### src/rtl/clock_divider_bank.sv
// Multi-channel programmable clock divider with shadowed, glitch-free divisor updates.
// Optional macro CLOCK_DIVIDER_BANK_SYNC_EN adds a phase_sync input that realigns every channel.
module clock_divider_bank #(
  parameter int unsigned          CHANNELS     = 4,
  parameter int unsigned          DIV_WIDTH    = 24,
  parameter logic [DIV_WIDTH-1:0] DEFAULT_DIV  = DIV_WIDTH'(6_750_000),
  parameter int unsigned          CH_IDX_WIDTH = 2
) (
  input  logic                    clk,
  input  logic                    sys_rst_n,
  input  logic [CHANNELS-1:0]     en,
  input  logic                    wr_en,
  input  logic [CH_IDX_WIDTH-1:0] wr_ch,
  input  logic [DIV_WIDTH-1:0]    wr_data,
`ifdef CLOCK_DIVIDER_BANK_SYNC_EN
  input  logic                    phase_sync,
`endif
  output logic [CHANNELS-1:0]     slow_clk,
  output logic [CHANNELS-1:0]     tick,
  output logic [CHANNELS-1:0]     pending
);

  typedef logic [DIV_WIDTH-1:0] div_word_t;

  div_word_t cnt_q    [CHANNELS];
  div_word_t cnt_d    [CHANNELS];
  div_word_t active_q [CHANNELS];
  div_word_t active_d [CHANNELS];
  div_word_t shadow_q [CHANNELS];
  div_word_t shadow_d [CHANNELS];

  logic [CHANNELS-1:0] slow_q,    slow_d;
  logic [CHANNELS-1:0] tick_q,    tick_d;
  logic [CHANNELS-1:0] pending_q, pending_d;
  logic [CHANNELS-1:0] wr_hit;
  logic [CHANNELS-1:0] wrap;
  logic                sync_pulse;

`ifdef CLOCK_DIVIDER_BANK_SYNC_EN
  assign sync_pulse = phase_sync;
`else
  assign sync_pulse = 1'b0;
`endif

  // Out-of-range wr_ch never matches any channel index, so such writes vanish.
  always_comb begin
    for (int i = 0; i < CHANNELS; i++) begin
      wr_hit[i] = wr_en && (wr_ch == CH_IDX_WIDTH'(i));
      wrap[i]   = (active_q[i] != '0) && en[i] &&
                  (cnt_q[i] == active_q[i] - DIV_WIDTH'(1));
    end
  end

  always_comb begin
    for (int i = 0; i < CHANNELS; i++) begin
      // NOTE: every comb output gets a hold/default value first so no path infers a latch.
      cnt_d[i]     = cnt_q[i];
      slow_d[i]    = slow_q[i];
      tick_d[i]    = 1'b0;
      active_d[i]  = active_q[i];
      shadow_d[i]  = shadow_q[i];
      pending_d[i] = pending_q[i];

      if (sync_pulse) begin
        cnt_d[i]     = '0;
        slow_d[i]    = 1'b0;
        active_d[i]  = shadow_q[i];
        pending_d[i] = 1'b0;
      end else if (active_q[i] == '0) begin
        cnt_d[i]     = '0;
        slow_d[i]    = 1'b0;
        active_d[i]  = shadow_q[i];
        pending_d[i] = 1'b0;
      end else if (wrap[i]) begin
        cnt_d[i]     = '0;
        slow_d[i]    = ~slow_q[i];
        tick_d[i]    = ~slow_q[i];
        active_d[i]  = shadow_q[i];
        pending_d[i] = 1'b0;
      end else if (en[i]) begin
        cnt_d[i]     = cnt_q[i] + DIV_WIDTH'(1);
      end else if (cnt_q[i] == '0) begin
        active_d[i]  = shadow_q[i];
        pending_d[i] = 1'b0;
      end

      // A write landing on the wrap bypasses the shadow so the newest value wins.
      if (wr_hit[i]) begin
        shadow_d[i]  = wr_data;
        pending_d[i] = 1'b1;
        if (wrap[i] && !sync_pulse) begin
          active_d[i]  = wr_data;
          pending_d[i] = 1'b0;
        end
      end
    end
  end

  // NOTE: the divisor arrays are reset too, because every channel must restart at DEFAULT_DIV.
  always_ff @(posedge clk or negedge sys_rst_n) begin
    if (!sys_rst_n) begin
      for (int i = 0; i < CHANNELS; i++) begin
        cnt_q[i]    <= '0;
        active_q[i] <= DEFAULT_DIV;
        shadow_q[i] <= DEFAULT_DIV;
      end
      slow_q    <= '0;
      tick_q    <= '0;
      pending_q <= '0;
    end else begin
      // NOTE: non-blocking assignments so every flop samples the pre-edge values.
      for (int i = 0; i < CHANNELS; i++) begin
        cnt_q[i]    <= cnt_d[i];
        active_q[i] <= active_d[i];
        shadow_q[i] <= shadow_d[i];
      end
      slow_q    <= slow_d;
      tick_q    <= tick_d;
      pending_q <= pending_d;
    end
  end

  assign slow_clk = slow_q;
  assign tick     = tick_q;
  assign pending  = pending_q;

endmodule
### config.mk
export PLATFORM = sky130hd
export DESIGN_NAME = clock_divider_bank
export DESIGN_NICKNAME = d
export VERILOG_FILES = /design/src/rtl/clock_divider_bank.sv
export SDC_FILE = /design/constraint.sdc
export NUM_CORES = 1
export LEC_CHECK = 0
export CAP_MARGIN = 20
export CORE_MARGIN = 1
export CORE_UTILIZATION = 65
export DETAILED_ROUTE_END_ITERATION = 12
export PLACE_DENSITY_LB_ADDON = 0.1
export SETUP_SLACK_MARGIN = 0.1
export SLEW_MARGIN = 20
export SYNTH_ARGS = -nofsm -noshare
export SYNTH_HDL_FRONTEND = slang
export SYNTH_SLANG_ARGS = --single-unit
### constraint.sdc
create_clock -name clk -period 11.1 [get_ports clk]
set_input_delay 2.22 -clock clk [delete_from_list [all_inputs] [get_ports clk]]
set_output_delay 2.22 -clock clk [all_outputs]
set_load 0.005 [all_outputs]
==> impl_metrics.ini, run 1 <==
[outcome]
run_status = complete, no violations

[sta]
worst_pin_slew_ns = 1.072
finalCritPeriodShare = 0.4986
period_needed_ns = 5.534
fmax_mhz = 180.7
slew_headroom = 0.2856
tns_ns = 0
slew_violations = 0
fin_hold_ws_ns = 0.4569
setup_violations = 0
fin_ws_ns = 5.566
skew_ns = 0.007363
finalHoldViolCount = 0
rsz0062_at_grt = false

[logic_synthesis]
synth_top_flop_cell = dfrtp_1
ys_warn_count = 0
avgSynthCellArea_sq_um = 9.033
ys_top_cells_by_area = dfrtp_1 26%, dfstp_2 16%, nand2_1 7.6%
synth.most_common_cell = nand2_1
yosysUniqueCellTypes = 89
synth.ff_latch_count = 300
async_flop_share = 1.000
ys_seq_area_frac = 0.4285
synth.top_cell.area_share = 0.2636
synth_edf_count = 0
synth_area_leader_cell = dfrtp_1
synth_common_cells = 362 x nand2_1, 235 x nor2_1, 188 x dfrtp_1, 112 x dfstp_2, 112 x xor2_1
synth_nets = 2025
syn_inst = 1976
syn_area_sq_um = 17850

[floorplan]
ioPinCount = 45
die_x_um = 167.7
die_h_um = 167.7
initial_core_util = 0.6623
dieArea_sq_um = 28130
core_sq_um = 26950
row_count = 60

[clock_network]
ctsLongestPathBuffers = 3
cts_tree = done
postCtsResizedCells = 0
cts_max_level = 1
cts_root_buf = clkbuf_16
clkTransAtPathRegs_ns = 0.06
postCtsSetupRepairBufs = 0
cts.sink_count = 300
cts_made_buffers = 31
clk_latency_ns = 0.57
holdBufCountCts = 0

[critical_path]
path_max_fanout = 24
crit_arrival_ns = 5.97
crit_path_end_kind = register
cp.required_ns = 11.54
critPathLaunchType = primary input
crit_type = in -> reg

[route]
drt_wl_total_um = 45640
drc = 0
top_layer = met4
avgRoutedWirePerCell_um = 19.74
vias = 14630
wl_met3_um = 2819
met2_wirelength_um = 21130
wl_met1_um = 20480
first_pass_iters = 6
ant_nets = 0
viasPerCell = 6.327
drt_iter0_markers = 1445

[hold_path]
hold_class = reg -> reg

[pwr]
p_per_area_nw_per_um2 = 242.3
p_total_mw = 4.687
ir_drop_mv = 0.1604
p_leak_nw = 8.380

[placed_design]
dp_slack_ns = 4.721
hpwl_um = 30990
gp_congestion = 0.9666
placed_cells = 2255
dpl_cell_area_sq_um = 18320
portBuffers = 44

[finish]
num-nets-final = 1996
final_cells = 2312
syn_to_final_growth_pct = 8.391
n_antenna_cell = 0
finish.utilization = 0.7178
fillCellCount = 2082
drive_gt1_frac = 0.1456
design_area_sq_um = 19350

[job]
drv_cap = 0

[grt]
overflow = 0
antenna_found_initial = 1
gr-usage-all-layers = 0.3306
grt_max_degree = 88
grt_pass1_vias = 14300
grt_pass1_wl_um = 74910
==> critical path, stage by stage <==
cell and delay (ns):
clkdlybuf4s50_1 0.77, and3_1 0.26, o2111ai_1 0.11, or4_4 0.59, nor4_4 0.39, a41oi_4 0.42, nand2_1 0.82, mux2i_1 0.28
a21oi_1 0.09
==> final cells by class <==
| class | count | area, sq um | share of cell area |
|---|---|---|---|
| clock inverters | 13 | 127.6 | 0.006597 |
| well taps | 341 | 426.7 | 0.02205 |
| flip-flops and latches | 300 | 7647 | 0.3953 |
| multi-input cells | 1518 | 9555 | 0.4939 |
| clock buffers | 44 | 884.6 | 0.04572 |
| repair buffers | 61 | 573.1 | 0.02962 |
| inverters | 35 | 131.4 | 0.006791 |
==> where the power goes <==
part | switching (mW) | internal (mW)
clock | 0.445 | 0.599
sequential | 0.433 | 1.47
combinational | 0.939 | 0.800
total | 1.82 | 2.87
==> state kept, by name, indices dropped and copies added, names as in the netlist <==
register,count
active_q,96
tick,4
shadow_q,96
slow_clk,4
cnt_q,96
pending,4
==> metal layers <==
layer	track usage	vias to the layer above
li1	-	6871
met1	0.4752	7199
met2	0.5243	464
met3	0.04207	94
met4	0.1001	0
met5	0	-
==> final timing paths <==
| check | from | end | slack [ns] | cells after the start |
|---|---|---|---|---|
| worst max-delay path | en[0] | active_q[73]$_DFF_PN0_ | 5.57 | 9 |
| worst min-delay path | shadow_q[32]$_DFFE_PN1P_ | active_q[32]$_DFF_PN1_ | 0.46 | 2 |
| worst max register to register | active_q[55]$_DFF_PN0_ | active_q[65]$_DFF_PN1_ | 6.42 | 9 |
| worst min register to register | shadow_q[32]$_DFFE_PN1P_ | active_q[32]$_DFF_PN1_ | 0.46 | 2 |
| max in group asynchronous | sys_rst_n | active_q[75]$_DFF_PN0_ | 7.29 | 3 |
| min in group asynchronous | sys_rst_n | cnt_q[26]$_DFFE_PN0P_ | 1.63 | 1 |
==> cell families after synthesis <==
group           share of synthesized area
buf+inv                           0.03821
fa+ha+maj                         0.01122
xor+xnor                          0.09912
compound gates                     0.1091
flops                              0.4285
mux                               0.05047
simple gates                       0.2634
==> layout by cell type (no fill, tap or decap), types with 7 or more instances in the layout <==
master           Yosys  layout
clkbuf_1            92       7
nor4_1              56      53
and3_1              27      27
nor2b_1              7       7
inv_1               34      34
mux2i_1              9       9
nor2_1             235     235
nand3_1             58      58
ha_1                16      16
mux2_2              54      54
nor4b_1              8       8
or4_1               19      19
a22oi_1             25      25
dfstp_2            112     112
a31oi_1             15      15
a21oi_1             28      28
nor3b_1             10      10
buf_4                3      17
mux2_4              12      12
nand2b_1            18      18
a22o_1              42      42
a211oi_1            24      24
xor2_1             112     112
o31ai_1             10      10
and4_1              10      10
o31a_1               7       7
nor3_1              47      47
o21ai_0             22      22
dfrtp_1            188     188
xnor2_1             90      90
nand3b_1            13      13
or3_1               14      14
o211ai_1             8       8
o2111ai_1           12      12
clkbuf_16            0      31
and2_1               9       9
nand4_1             37      37
nand2_1            362     362
clkdlybuf4s50_1      0      43
(Power assumes the default switching activity.)
==> inputs of run 2 (changes only) <==
--- a/config.mk
+++ b/config.mk
@@ -7,7 +7,7 @@
 export LEC_CHECK = 0
 export CAP_MARGIN = 20
 export CORE_MARGIN = 1
-export CORE_UTILIZATION = 65
+export CORE_UTILIZATION = 57
 export DETAILED_ROUTE_END_ITERATION = 12
 export PLACE_DENSITY_LB_ADDON = 0.1
 export SETUP_SLACK_MARGIN = 0.1
==> constraint.sdc (replaced) <==
create_clock -name clk -period 5 [get_ports clk]
set_input_delay 1 -clock clk [delete_from_list [all_inputs] [get_ports clk]]
set_output_delay 1 -clock clk [all_outputs]
set_load 0.005 [all_outputs]
==> run 2 against run 1 <==
  * Global-route usage shrank 3.7 points
  * Largest cell class unchanged
  * Critical path type is now reg -> reg
  * Cell area grew 2.0%
  * Critical endpoint is now active_q[55]$_DFF_PN0_
  * Highest routed layer unchanged
  * Worst setup slack lost 4.8 ns
==> impl_metrics.ini, run 2 (synthesized netlist as in run 1, its figures left out) <==
[route]
vias = 14600
ant_nets = 0
viasPerCell = 6.122
drc = 0
first_pass_iters = 8
avgRoutedWirePerCell_um = 19.21
drt_iter0_markers = 998
drt_wl_total_um = 45800

[critical_path]
regToRegSetupSlack_ns = 0.79
startpoint = active_q[54]$_DFF_PN0_
critPathLaunchType = register
path_max_fanout = 22
r2r_cells = 10
crit_arrival_ns = 4.61
reg2reg_from = active_q[54]$_DFF_PN0_
cp.required_ns = 5.40
crit_path_end_kind = register
cp-endpoint = active_q[55]$_DFF_PN0_
r2r_end = active_q[55]$_DFF_PN0_
crit_type = reg -> reg

[finish]
final_common_cell = nand2_1
num-nets-final = 2011
drive_gt1_frac = 0.1544
n_antenna_cell = 0
design_area_sq_um = 19730
final_cells = 2384
final_cell_mix = 362 x nand2_1, 235 x nor2_1, 188 x dfrtp_1
top_regs = active_q: 96 flops, cnt_q: 96 flops, shadow_q: 96 flops
fillCellCount = 2618
syn_to_final_growth_pct = 10.56

[sta]
worst_pin_slew_ns = 0.9839
rsz0062_at_grt = false
skew_ns = 0.009473
finalCritPeriodShare = 0.8414
period_needed_ns = 4.207
tns_ns = 0
setup_violations = 0
finalHoldViolCount = 0
fmax_mhz = 237.7
slew_violations = 0
slew_headroom = 0.3390

[clock_network]
holdBufCountCts = 0
cts_root_buf = clkbuf_16
postCtsResizedCells = 0
postCtsSetupRepairBufs = 0
cts_max_level = 2
cts.sink_count = 300
cts_made_buffers = 35
cts_tree = done
ctsLongestPathBuffers = 3
clkTransAtPathRegs_ns = 0.06
clk_latency_ns = 0.52

[hold_path]
hold_class = reg -> reg
holdPathStages = 2

[floorplan]
ioPinCount = 45
core_sq_um = 30670
die_x_um = 179.0
row_count = 64
die_h_um = 179.0
dieArea_sq_um = 32020
initial_core_util = 0.5820

[job]
drv_cap = 0

[grt]
overflow = 0
grt_max_degree = 110
gr-usage-all-layers = 0.2935
grt_pass1_vias = 13880
grt_pass1_wl_um = 74020
antenna_found_initial = 0

[outcome]
run_status = complete, no violations

[placed_design]
portBuffers = 44
gp_congestion = 0.9280
hpwl_um = 31100
dpl_cell_area_sq_um = 18480
placed_cells = 2321

[pwr]
p_per_area_nw_per_um2 = 548.5
p_leak_nw = 8.564
ir_drop_mv = 0.3639
==> run 2: changes by cell type in the layout (fill, tap and decap cells not counted), sizes merged <==
| cell | delta |
|---|---|
| buf | +11 |
| clkbuf | +4 |
| bufinv | +3 |
| clkinv | +2 |
| clkinvlp | -2 |
| inv | -1 |
==> run 2: worst max-delay path: stages, from the launching register on <==
cell and delay, ns:
dfrtp_1 0.47, nor3_1 0.63, nand3_1 0.42, or3_1 0.41
o31a_1 0.34, a311o_1 0.40, a2111oi_4 0.31, buf_4 0.29
nand2_1 0.49, nor2_1 0.26, nor2_1 0.06
==> run 2: worst min-delay path by stage <==
| stage | startpoint | to | slack [ns] |
|---|---|---|---|
| 3_3_place_gp | shadow_q[36]$_DFFE_PN1P_ | shadow_q[36]$_DFFE_PN1P_ | 0.45 |
| 5_1_grt | shadow_q[53]$_DFFE_PN1P_ | shadow_q[53]$_DFFE_PN1P_ | 0.47 |
| 6_report | shadow_q[17]$_DFFE_PN1P_ | shadow_q[17]$_DFFE_PN1P_ | 0.46 |
| 4_1_cts | shadow_q[17]$_DFFE_PN1P_ | shadow_q[17]$_DFFE_PN1P_ | 0.46 |
| 3_5_place_dp | shadow_q[17]$_DFFE_PN1P_ | shadow_q[17]$_DFFE_PN1P_ | 0.45 |
| 2_1_floorplan | shadow_q[24]$_DFFE_PN0P_ | shadow_q[24]$_DFFE_PN0P_ | 0.44 |
==> run 2: metrics by stage <==
| stage | utilization | worst slack, ns | power (mW) | hold WS, ns |
|---|---|---|---|---|
| detailed placement | 0.6026 | 0.8843 | 8.022 | 0.4484 |
| finish | 0.6434 | 0.7930 | 10.82 | 0.4565 |
| global placement | 0.6026 | 0.9399 | 7.895 | 0.4454 |
| floorplan | - | 1.487 | 7.025 | 0.4386 |
| global route | 0.6434 | 0.5535 | 11.49 | 0.4688 |
| CTS | 0.6432 | 0.8453 | 10.83 | 0.4575 |
==> run 2: layout make-up <==
| class | count | area, sq um | area share |
|---|---|---|---|
| sequential | 300 | 7647 | 0.3875 |
| tap | 396 | 495.5 | 0.02511 |
| clock inverter | 15 | 210.2 | 0.01065 |
| multi-input combinational | 1518 | 9544 | 0.4836 |
| clock buffer | 48 | 1037 | 0.05256 |
| timing repair buffer | 72 | 668.1 | 0.03386 |
| inverter | 35 | 131.4 | 0.006657 |
==> run 2: metal layers <==
layer	wire length, um	GRT usage
met5	0	0
met4	1313	0.09569
met3	2114	0.03541
met2	21630	0.4747
met1	20740	0.4085
==> run 2: report_power, final <==
group	total (mW)	internal (mW)	switching [mW]
logic	3.84	1.79	2.05
clock network	2.76	1.71	1.04
registers	4.22	3.26	0.960
total	10.8	6.77	4.05
==> inputs of run 3 (changes only) <==
==> constraint.sdc (replaced) <==
create_clock -name clk -period 3.82 [get_ports clk]
set_input_delay 0.764 -clock clk [delete_from_list [all_inputs] [get_ports clk]]
set_output_delay 0.764 -clock clk [all_outputs]
set_load 0.005 [all_outputs]
==> run 3 against run 2 <==
  * Routed wire length increased by 2.0%
  * Final cell count up 1.4%
  * First-iteration DRC count grew 5.5%
  * Sequential power up 30%
  * Via count up 0.88%
  * Largest power group unchanged
==> impl_metrics.ini, run 3 (synthesized netlist as in run 1, its figures left out) <==
[clock_network]
cts_max_level = 2
clkTransAtPathRegs_ns = 0.06
cts_root_buf = clkbuf_16
cts.sink_count = 300
clk_latency_ns = 0.54
cts_made_buffers = 35
cts_tree = done
ctsLongestPathBuffers = 3

[outcome]
run_status = complete, no violations

[placed_design]
dp_slack_ns = 0.1455
portBuffers = 44
gp_congestion = 0.9413
hpwl_um = 32370

[finish]
fillCellCount = 2544
final_cell_mix = 361 x nand2_1, 235 x nor2_1, 188 x dfrtp_1
finish.utilization = 0.6549
final_common_cell = nand2_1
top_regs = active_q: 96 flops, cnt_q: 96 flops, shadow_q: 96 flops
num-nets-final = 2043
n_antenna_cell = 0
syn_to_final_growth_pct = 12.54
drive_gt1_frac = 0.1707

[pwr]
combinationalPowerShare = 0.369
switching_share = 0.3771
p_clk_frac = 0.247
ir_drop_mv = 0.5728
internal_power_mw = 8.928
power_frac_seq = 0.384
power_switching_mw = 5.404
p_leak_nw = 8.742
p_per_area_nw_per_um2 = 713.5

[grt]
overflow = 0
grt_pass1_wl_um = 76460
gr-usage-all-layers = 0.3022
grt_pass1_vias = 14530
grt_max_degree = 113
antenna_found_initial = 0

[sta]
slew_violations = 0
period_needed_ns = 3.510
slew_headroom = 0.4119
fmax_mhz = 284.9
worst_pin_slew_ns = 0.8821
skew_ns = 0.01525
finalCritPeriodShare = 0.9188
fin_ws_ns = 0.3103
setup_violations = 0
rsz0062_at_grt = false
finalHoldViolCount = 0
tns_ns = 0

[floorplan]
row_count = 64
initial_core_util = 0.5820
die_x_um = 179.0
die_h_um = 179.0
core_sq_um = 30670
dieArea_sq_um = 32020
ioPinCount = 45

[critical_path]
critPathLaunchType = register
regToRegSetupSlack_ns = 0.31
crit_type = reg -> reg
cp.required_ns = 4.23
crit_path_end_kind = register
crit_arrival_ns = 3.92
path_max_fanout = 23

[route]
drt_wl_total_um = 46700
drt_iter0_markers = 1053
first_pass_iters = 5
ant_nets = 0
drc = 0
vias = 14720
viasPerCell = 6.092
avgRoutedWirePerCell_um = 19.32

[job]
drv_cap = 0

[hold_path]
hold_class = in -> async
## run 3: final timing paths
check,from,to,depth (start not counted)
worst max register to register,active_q[75]$_DFF_PN0_,active_q[74]$_DFF_PN0_,9
min in group clk,shadow_q[11]$_DFFE_PN1P_,shadow_q[11]$_DFFE_PN1P_,2
worst max-delay path,active_q[75]$_DFF_PN0_,active_q[74]$_DFF_PN0_,9
worst min register to register,shadow_q[11]$_DFFE_PN1P_,shadow_q[11]$_DFFE_PN1P_,2
worst min-delay path,sys_rst_n,cnt_q[74]$_DFFE_PN0P_,1
max in group asynchronous,sys_rst_n,shadow_q[63]$_DFFE_PN1P_,2
## run 3: cell type report
cell class / instances / area [sq um] / area share
sequential: 300 / 7647 / 0.3807
clock inverter: 15 / 200.2 / 0.009966
tap: 396 / 495.5 / 0.02467
inverter: 35 / 131.4 / 0.006540
clock buffer: 49 / 1031 / 0.05133
timing repair buffer: 104 / 983.4 / 0.04896
multi-input combinational: 1518 / 9598 / 0.4778
## run 3: worst max-delay path, stage by stage, from the launching register on
cell and delay [ns]:
dfrtp_1 0.47, or4_4 0.63, nor3_4 0.23, o2111ai_1 0.12, or4_4 0.58, nor4_4 0.37
a41oi_2 0.18, buf_4 0.26, a22o_1 0.25, mux2_1 0.29
## run 3: metal layers
metal / track usage / up-vias / wire length, um / part of all wire
met1: 0.4184 / 7302 / 21180 / 0.45
li1: - / 6972 / - / -
met5: 0 / - / 0 / 0
met4: 0.1045 / 0 / 1456 / 0.031
met2: 0.4913 / 366 / 22020 / 0.47
met3: 0.03308 / 84 / 2046 / 0.044
## run 3: power groups by stage
stage	clock network [mW]	registers [mW]	logic, mW
global placement	0	5.46	5.02
floorplan	0	4.93	4.27
global route	3.73	5.64	5.87
detailed placement	0	5.49	5.17
CTS	3.61	5.45	5.21
finish	3.54	5.50	5.29
## run 3: timing repair
| item | in CTS | in global routing |
|---|---|---|
| setup buffers | 0 | 1 |
| setup endpoints to repair | 1 | 125 |
| hold buffers | 0 | 0 |
| pin swaps | 0 | 1 |
| resized for setup | 1 | 13 |
## run 3: metrics by stage
step / power [mW] / cells / hold WS, ns / area, sq um
after floorplan: 9.195 / 1976 / 0.4386 / 17850
after global placement: 10.48 / 2352 / 0.4452 / 18790
after detailed placement: 10.66 / 2352 / 0.4471 / 18790
after CTS: 14.28 / 2416 / 0.3327 / 20020
after global routing: 15.24 / 2417 / 0.3765 / 20090
final: 14.33 / 2417 / 0.2898 / 20090
==> edit 1 (settings of run 3) <==
`pending_q` no longer has a reset.
--- a/src/rtl/clock_divider_bank.sv
+++ b/src/rtl/clock_divider_bank.sv
@@ -106,7 +106,6 @@
       end
       slow_q    <= '0;
       tick_q    <= '0;
-      pending_q <= '0;
     end else begin
       // NOTE: non-blocking assignments so every flop samples the pre-edge values.
       for (int i = 0; i < CHANNELS; i++) begin
@@ -116,8 +115,11 @@
       end
       slow_q    <= slow_d;
       tick_q    <= tick_d;
-      pending_q <= pending_d;
     end
+  end
+
+  always_ff @(posedge clk) begin
+    pending_q <= pending_d;
   end
 
   assign slow_clk = slow_q;
Check against the original RTL: not equivalent (Yosys sat finds a counterexample within 4 cycles, from zero or initial values and one cycle with sys_rst_n low).
==> edit 1 against run 3 <==
- sequential cell count stayed put
- setup slack worse by 0.024 ns
- synthesized area is 3.4% higher
- clock skew is 0.0034 ns lower
- total power is 3.6% lower
- combinational power is 5.3% lower
- cell area is 2.0% higher
- wire length is 5.9% higher
- critical path type unchanged
- largest power group unchanged
==> edit 1: results (changes against run 3) <==
[global_routing]
grt_pass1_wl_mm=80.3  ; was 76.5 mm
grt_max_degree=94  ; was 113
gr-usage-all-layers=0.302  ; about the same

[power_and_ir_drop]
p_sw_frac=0.386  ; was 0.377
leakage_nw=8.38  ; was 8.74 nW
peakVddDrop_mv=0.527  ; was 0.573 mV

[timing]
relSlewSlack=0.462  ; was 0.412
fin_skew_ns=0.0119  ; was 0.0153 ns

[setup_path]
crit_fanout=22  ; was 23
cp_slowest_cell=or4_1  ; was or4_4
slowest_delay_ns=0.52  ; was 0.63 ns
critical_path_arrival_ns=3.95  ; was 3.92 ns

[placement]
dpl.hpwl_mm=34.8  ; was 32.4 mm
place_area_um2=19400  ; was 18800 um^2
place.gp.congestion=0.946  ; was 0.941

[synth]
synth-edff-count=4  ; was 0
synth_common_cells=nand2_1 (259), nor2_1 (192), dfrtp_1 (184)  ; was nand2_1 (362), nor2_1 (235), dfrtp_1 (188)
synth_area_leaders=dfrtp_1 (25%), dfstp_2 (16%), nand2_1 (5.3%)  ; was dfrtp_1 (26%), dfstp_2 (16%), nand2_1 (7.6%)
synthArstFlopShare=0.987  ; was 1.00
synth-seq-area-share=0.416  ; was 0.428

[cells_and_area]
final_layout_size_suffix_gt1_frac=0.170  ; was 0.171
nets=2077  ; was 2043

[detailed_routing]
wire_per_inst_um=20.1  ; was 19.3 um
dr_total_vias=15316  ; was 14724
initialDrtViolationCount=1079  ; was 1053
drt-pass1-iter-count=7  ; was 5

[clocking]
tritoncts.num_buffers=34  ; was 35

[outcome]
run_status=finished, final reports clean  ; unchanged

## edit 1: logic make-up (layout without fill, tap and decap cells)
kind of cell / count (synthesis) / after routing / synth area share
DFF: 300 / 300 / 0.416
adders and majority gates: 16 / 16 / 0.0109
xor gates and xnor gates: 202 / 202 / 0.0959
muxes: 51 / 51 / 0.0311
AOI/OAI and AO/OA: 293 / 293 / 0.124
buffers and inverters: 181 / 211 / 0.0430
and+or+nand+nor: 981 / 981 / 0.280
## edit 1: layer usage
metal  part of all wire  global-route usage  vias up
met5             0.0016              0.0178        -
met4              0.017              0.0676        2
met3              0.052              0.0473       65
met2               0.46               0.480      364
met1               0.47               0.434     7654
li1                   -                   -     7231
## edit 1: final timing paths
| path | start | end | slack (ns) | cells after the start |
|---|---|---|---|---|
| max reg2reg | active_q[73]$_DFF_PN0_ | active_q[95]$_DFF_PN0_ | 0.29 | 11 |
| min reg2reg | shadow_q[9]$_DFFE_PN1P_ | shadow_q[9]$_DFFE_PN1P_ | 0.46 | 2 |
| max | active_q[73]$_DFF_PN0_ | active_q[95]$_DFF_PN0_ | 0.29 | 11 |
| min in group clk | shadow_q[9]$_DFFE_PN1P_ | shadow_q[9]$_DFFE_PN1P_ | 0.46 | 2 |
| min | sys_rst_n | cnt_q[81]$_DFFE_PN0P_ | 0.22 | 1 |
| max in group asynchronous | sys_rst_n | shadow_q[61]$_DFFE_PN1P_ | 2.62 | 2 |
## edit 1: what timing repair did
item                                   in CTS  in global routing
setup endpoints to repair                   0                 85
gates resized for setup                     0                  5
setup buffers                               0                  1
endpoints found under the hold margin       0                  0
## edit 1: final cells by class
class                      instances  area [um^2]
clock buffer                      54         1040
clock inverter                     8         68.8
fill                            2683        11200
inverter                          39          146
multi-input combinational       1543        10000
sequential                       300         7670
tap                              402          503
timing repair buffer             110         1020
## edit 1: metrics by stage
step	hold slack, ns	util	setup slack, ns	cells	power (W)
2_1_floorplan	0.437	-	0.370	2024	0.00893
3_3_place_gp	0.446	0.610	0.0712	2393	0.0103
3_5_place_dp	0.449	0.610	0.0518	2393	0.0105
4_1_cts	0.236	0.645	0.238	2455	0.0138
5_1_grt	0.253	0.646	0.109	2456	0.0147
6_report	0.221	0.646	0.286	2456	0.0138
## edit 1: power groups by stage
| stage | Combinational, W | Clock (W) | Sequential, W |
|---|---|---|---|
| 4_1_cts | 0.00494 | 0.00334 | 0.00551 |
| 6_report | 0.00501 | 0.00328 | 0.00553 |
| 3_3_place_gp | 0.00481 | 0 | 0.00553 |
| 2_1_floorplan | 0.00400 | 0 | 0.00493 |
| 5_1_grt | 0.00553 | 0.00345 | 0.00567 |
| 3_5_place_dp | 0.00491 | 0 | 0.00555 |
==> edit 2 (flow settings as in run 3) <==
Without the edit above. The parameter `CHANNELS` goes from 4 to 8.
--- a/src/rtl/clock_divider_bank.sv
+++ b/src/rtl/clock_divider_bank.sv
@@ -1,7 +1,7 @@
 // Multi-channel programmable clock divider with shadowed, glitch-free divisor updates.
 // Optional macro CLOCK_DIVIDER_BANK_SYNC_EN adds a phase_sync input that realigns every channel.
 module clock_divider_bank #(
-  parameter int unsigned          CHANNELS     = 4,
+  parameter int unsigned          CHANNELS     = 8,
   parameter int unsigned          DIV_WIDTH    = 24,
   parameter logic [DIV_WIDTH-1:0] DEFAULT_DIV  = DIV_WIDTH'(6_750_000),
   parameter int unsigned          CH_IDX_WIDTH = 2
Ports: changed (resized en, pending, slow_clk and tick); port bits go from 45 to 61. The function was not compared with the original's and may differ.
==> edit 2 against run 3 <==
- total power is 50% higher
- non-clock buffer count is 99 higher
- synthesized area is 74% higher
- sequential cell count is 204 higher
- clock skew is 0.0025 ns lower
- cell area is 75% higher
- setup slack worse by 0.12 ns
- worst hold slack worse by 0.13 ns
- cell count is 82% higher
- die area is 73% higher
- synthesized cell count is 83% higher
- largest cell class unchanged
- wire length is 110% higher
==> edit 2: results (changes against run 3) <==
[outcome]
run_status=finished, final reports clean  ; unchanged

[clocking]
clk_path_buf_depth=3  ; unchanged
clk_latency_ns=0.62  ; was 0.54 ns
cts_root_buf=clkbuf_16  ; unchanged
tritoncts.num_buffers=54  ; was 35
cts_htree_levels=2  ; unchanged
cts.clk_slew.worst_paths_ns=0.07

[detailed_routing]
wire_per_inst_um=22.0  ; was 19.3 um
initialDrtViolationCount=2584  ; was 1053
via_per_inst=6.38  ; was 6.09
drt-pass1-iter-count=5  ; unchanged

[power_and_ir_drop]
peakVddDrop_mv=0.509  ; was 0.573 mV
leakage_nw=15.1  ; was 8.74 nW

[cells_and_area]
nets=3732  ; was 2043
fill_cells=4452  ; was 2544
final_layout_size_suffix_gt1_frac=0.138  ; was 0.171
reg_top3=active_q (192), cnt_q (192), shadow_q (96)  ; was active_q (96), cnt_q (96), shadow_q (96)

[setup_path]
critical_path_arrival_ns=4.20  ; was 3.92 ns
critPathKind=flip-flop to flip-flop  ; unchanged
setup.worst_path.start=active_q[108]$_DFF_PN1_  ; was active_q[75]$_DFF_PN0_
r2r.worst_path.cells=10  ; was 9
ff2ff_setup_slack_ns=0.19  ; was 0.31 ns
crit_fanout=21  ; was 23
rr_endpoint=active_q[98]$_DFF_PN0_  ; was active_q[74]$_DFF_PN0_
cp_slowest_cell=or4b_4  ; was or4_4
reg2reg_from=active_q[108]$_DFF_PN1_  ; was active_q[75]$_DFF_PN0_
slowest_delay_ns=0.63  ; about the same

[synth]
ys_types=84  ; was 89
synth_area_leaders=dfrtp_1 (27%), dfstp_2 (14%), xnor2_1 (5.8%)  ; was dfrtp_1 (26%), dfstp_2 (16%), nand2_1 (7.6%)
synth_common_cells=nor2_1 (435), nand2_1 (379), dfrtp_1 (336)  ; was nand2_1 (362), nor2_1 (235), dfrtp_1 (188)
ys_warn_count=0  ; unchanged
synth-seq-area-share=0.412  ; was 0.428
synth_ff_type=dfrtp_1  ; unchanged
synthArstFlopShare=1.00  ; unchanged

[global_routing]
grt_pass1_vias=27509  ; was 14525
grt_max_degree=89  ; was 113
met1_usage=0.434  ; was 0.418
antenna_found_initial=4  ; was 0
use_met3=0.0490  ; was 0.0331
grt_use_met2=0.599  ; was 0.491
gr-usage-all-layers=0.347  ; was 0.302
grt_pass1_wl_mm=153  ; was 76.5 mm

[placement]
place.gp.congestion=0.958  ; was 0.941
port_buffers=60  ; was 44
dpl.hpwl_mm=69.5  ; was 32.4 mm

[timing]
fin_skew_ns=0.0127  ; was 0.0153 ns
relSlewSlack=0.457  ; was 0.412
tns_ns=0  ; unchanged

[hold_path]
hold_class=input port to asynchronous set/reset pin  ; unchanged

edit 2: stage by stage:
step                      setup slack [ns]  std cells  instance area [um^2]
after floorplan                     0.0768       3624                 31200
after global placement              0.0173       4295                 33000
after detailed placement           -0.0885       4295                 33000
after CTS                            0.109       4399                 35000
after global routing                0.0945       4405                 35200
final                                0.186       4406                 35200
edit 2: routing by layer:
metal | routed length, um | vias to the layer above
li1 | - | 12987
met1 | 39000 | 13811
met2 | 47600 | 1031
met3 | 5950 | 295
met4 | 4370 | 0
met5 | 0 | -
edit 2: cells by family after synthesis:
| family | Yosys count | share of synthesized area |
|---|---|---|
| buffers and inverters | 333 | 0.0412 |
| flip-flops | 504 | 0.412 |
| XOR/XNOR | 387 | 0.109 |
| AND/OR/NAND/NOR | 1597 | 0.258 |
| multiplexers | 16 | 0.00531 |
| adder cells (fa/ha/maj) | 32 | 0.0129 |
| AO/OA/AOI/OAI | 755 | 0.162 |
edit 2: cell type report:
class,count,share of cell area
multi-input cells,2789,0.491
flip-flops and latches,504,0.364
repair buffers,203,0.0540
clock buffers,82,0.0469
well taps,696,0.0247
inverters,111,0.0118
clock inverters,20,0.00768
diodes,1,0.0000711
edit 2: repair_timing:
action,CTS,global route
pin swaps,0,10
gates cloned,2,3
resized for setup,7,29
setup buffers,0,3
setup endpoints to repair,30,170
edit 2: worst max-delay path: cells and delay by family (launching register included):
family,cells,cell delay (ns)
and+or+nand+nor,6,2.44
AOI/OAI and AO/OA,3,0.56
DFF,1,0.39
buffers and inverters,1,0.17
edit 2: power by group:
part | switching, W | leakage [nW] | internal, W | total [W]
logic | 0.00381 | 8.02 | 0.00333 | 0.00714
clock network | 0.00226 | 0.942 | 0.00339 | 0.00565
registers | 0.00192 | 6.15 | 0.00678 | 0.00870
edit 2: how the worst min path moves through the flow:
stage	start	to	slack (ns)	cells past startpoint
after global routing	sys_rst_n	cnt_q[148]$_DFFE_PN0P_	0.21	1
after detailed placement	slow_clk[7]$_DFFE_PN0P_	tick[7]$_DFF_PN0_	0.46	1
after global placement	slow_clk[7]$_DFFE_PN0P_	tick[7]$_DFF_PN0_	0.45	1
final	sys_rst_n	cnt_q[148]$_DFFE_PN0P_	0.16	1
after floorplan	shadow_q[10]$_DFFE_PN1P_	active_q[10]$_DFF_PN1_	0.45	2
after CTS	sys_rst_n	cnt_q[155]$_DFFE_PN0P_	0.18	1
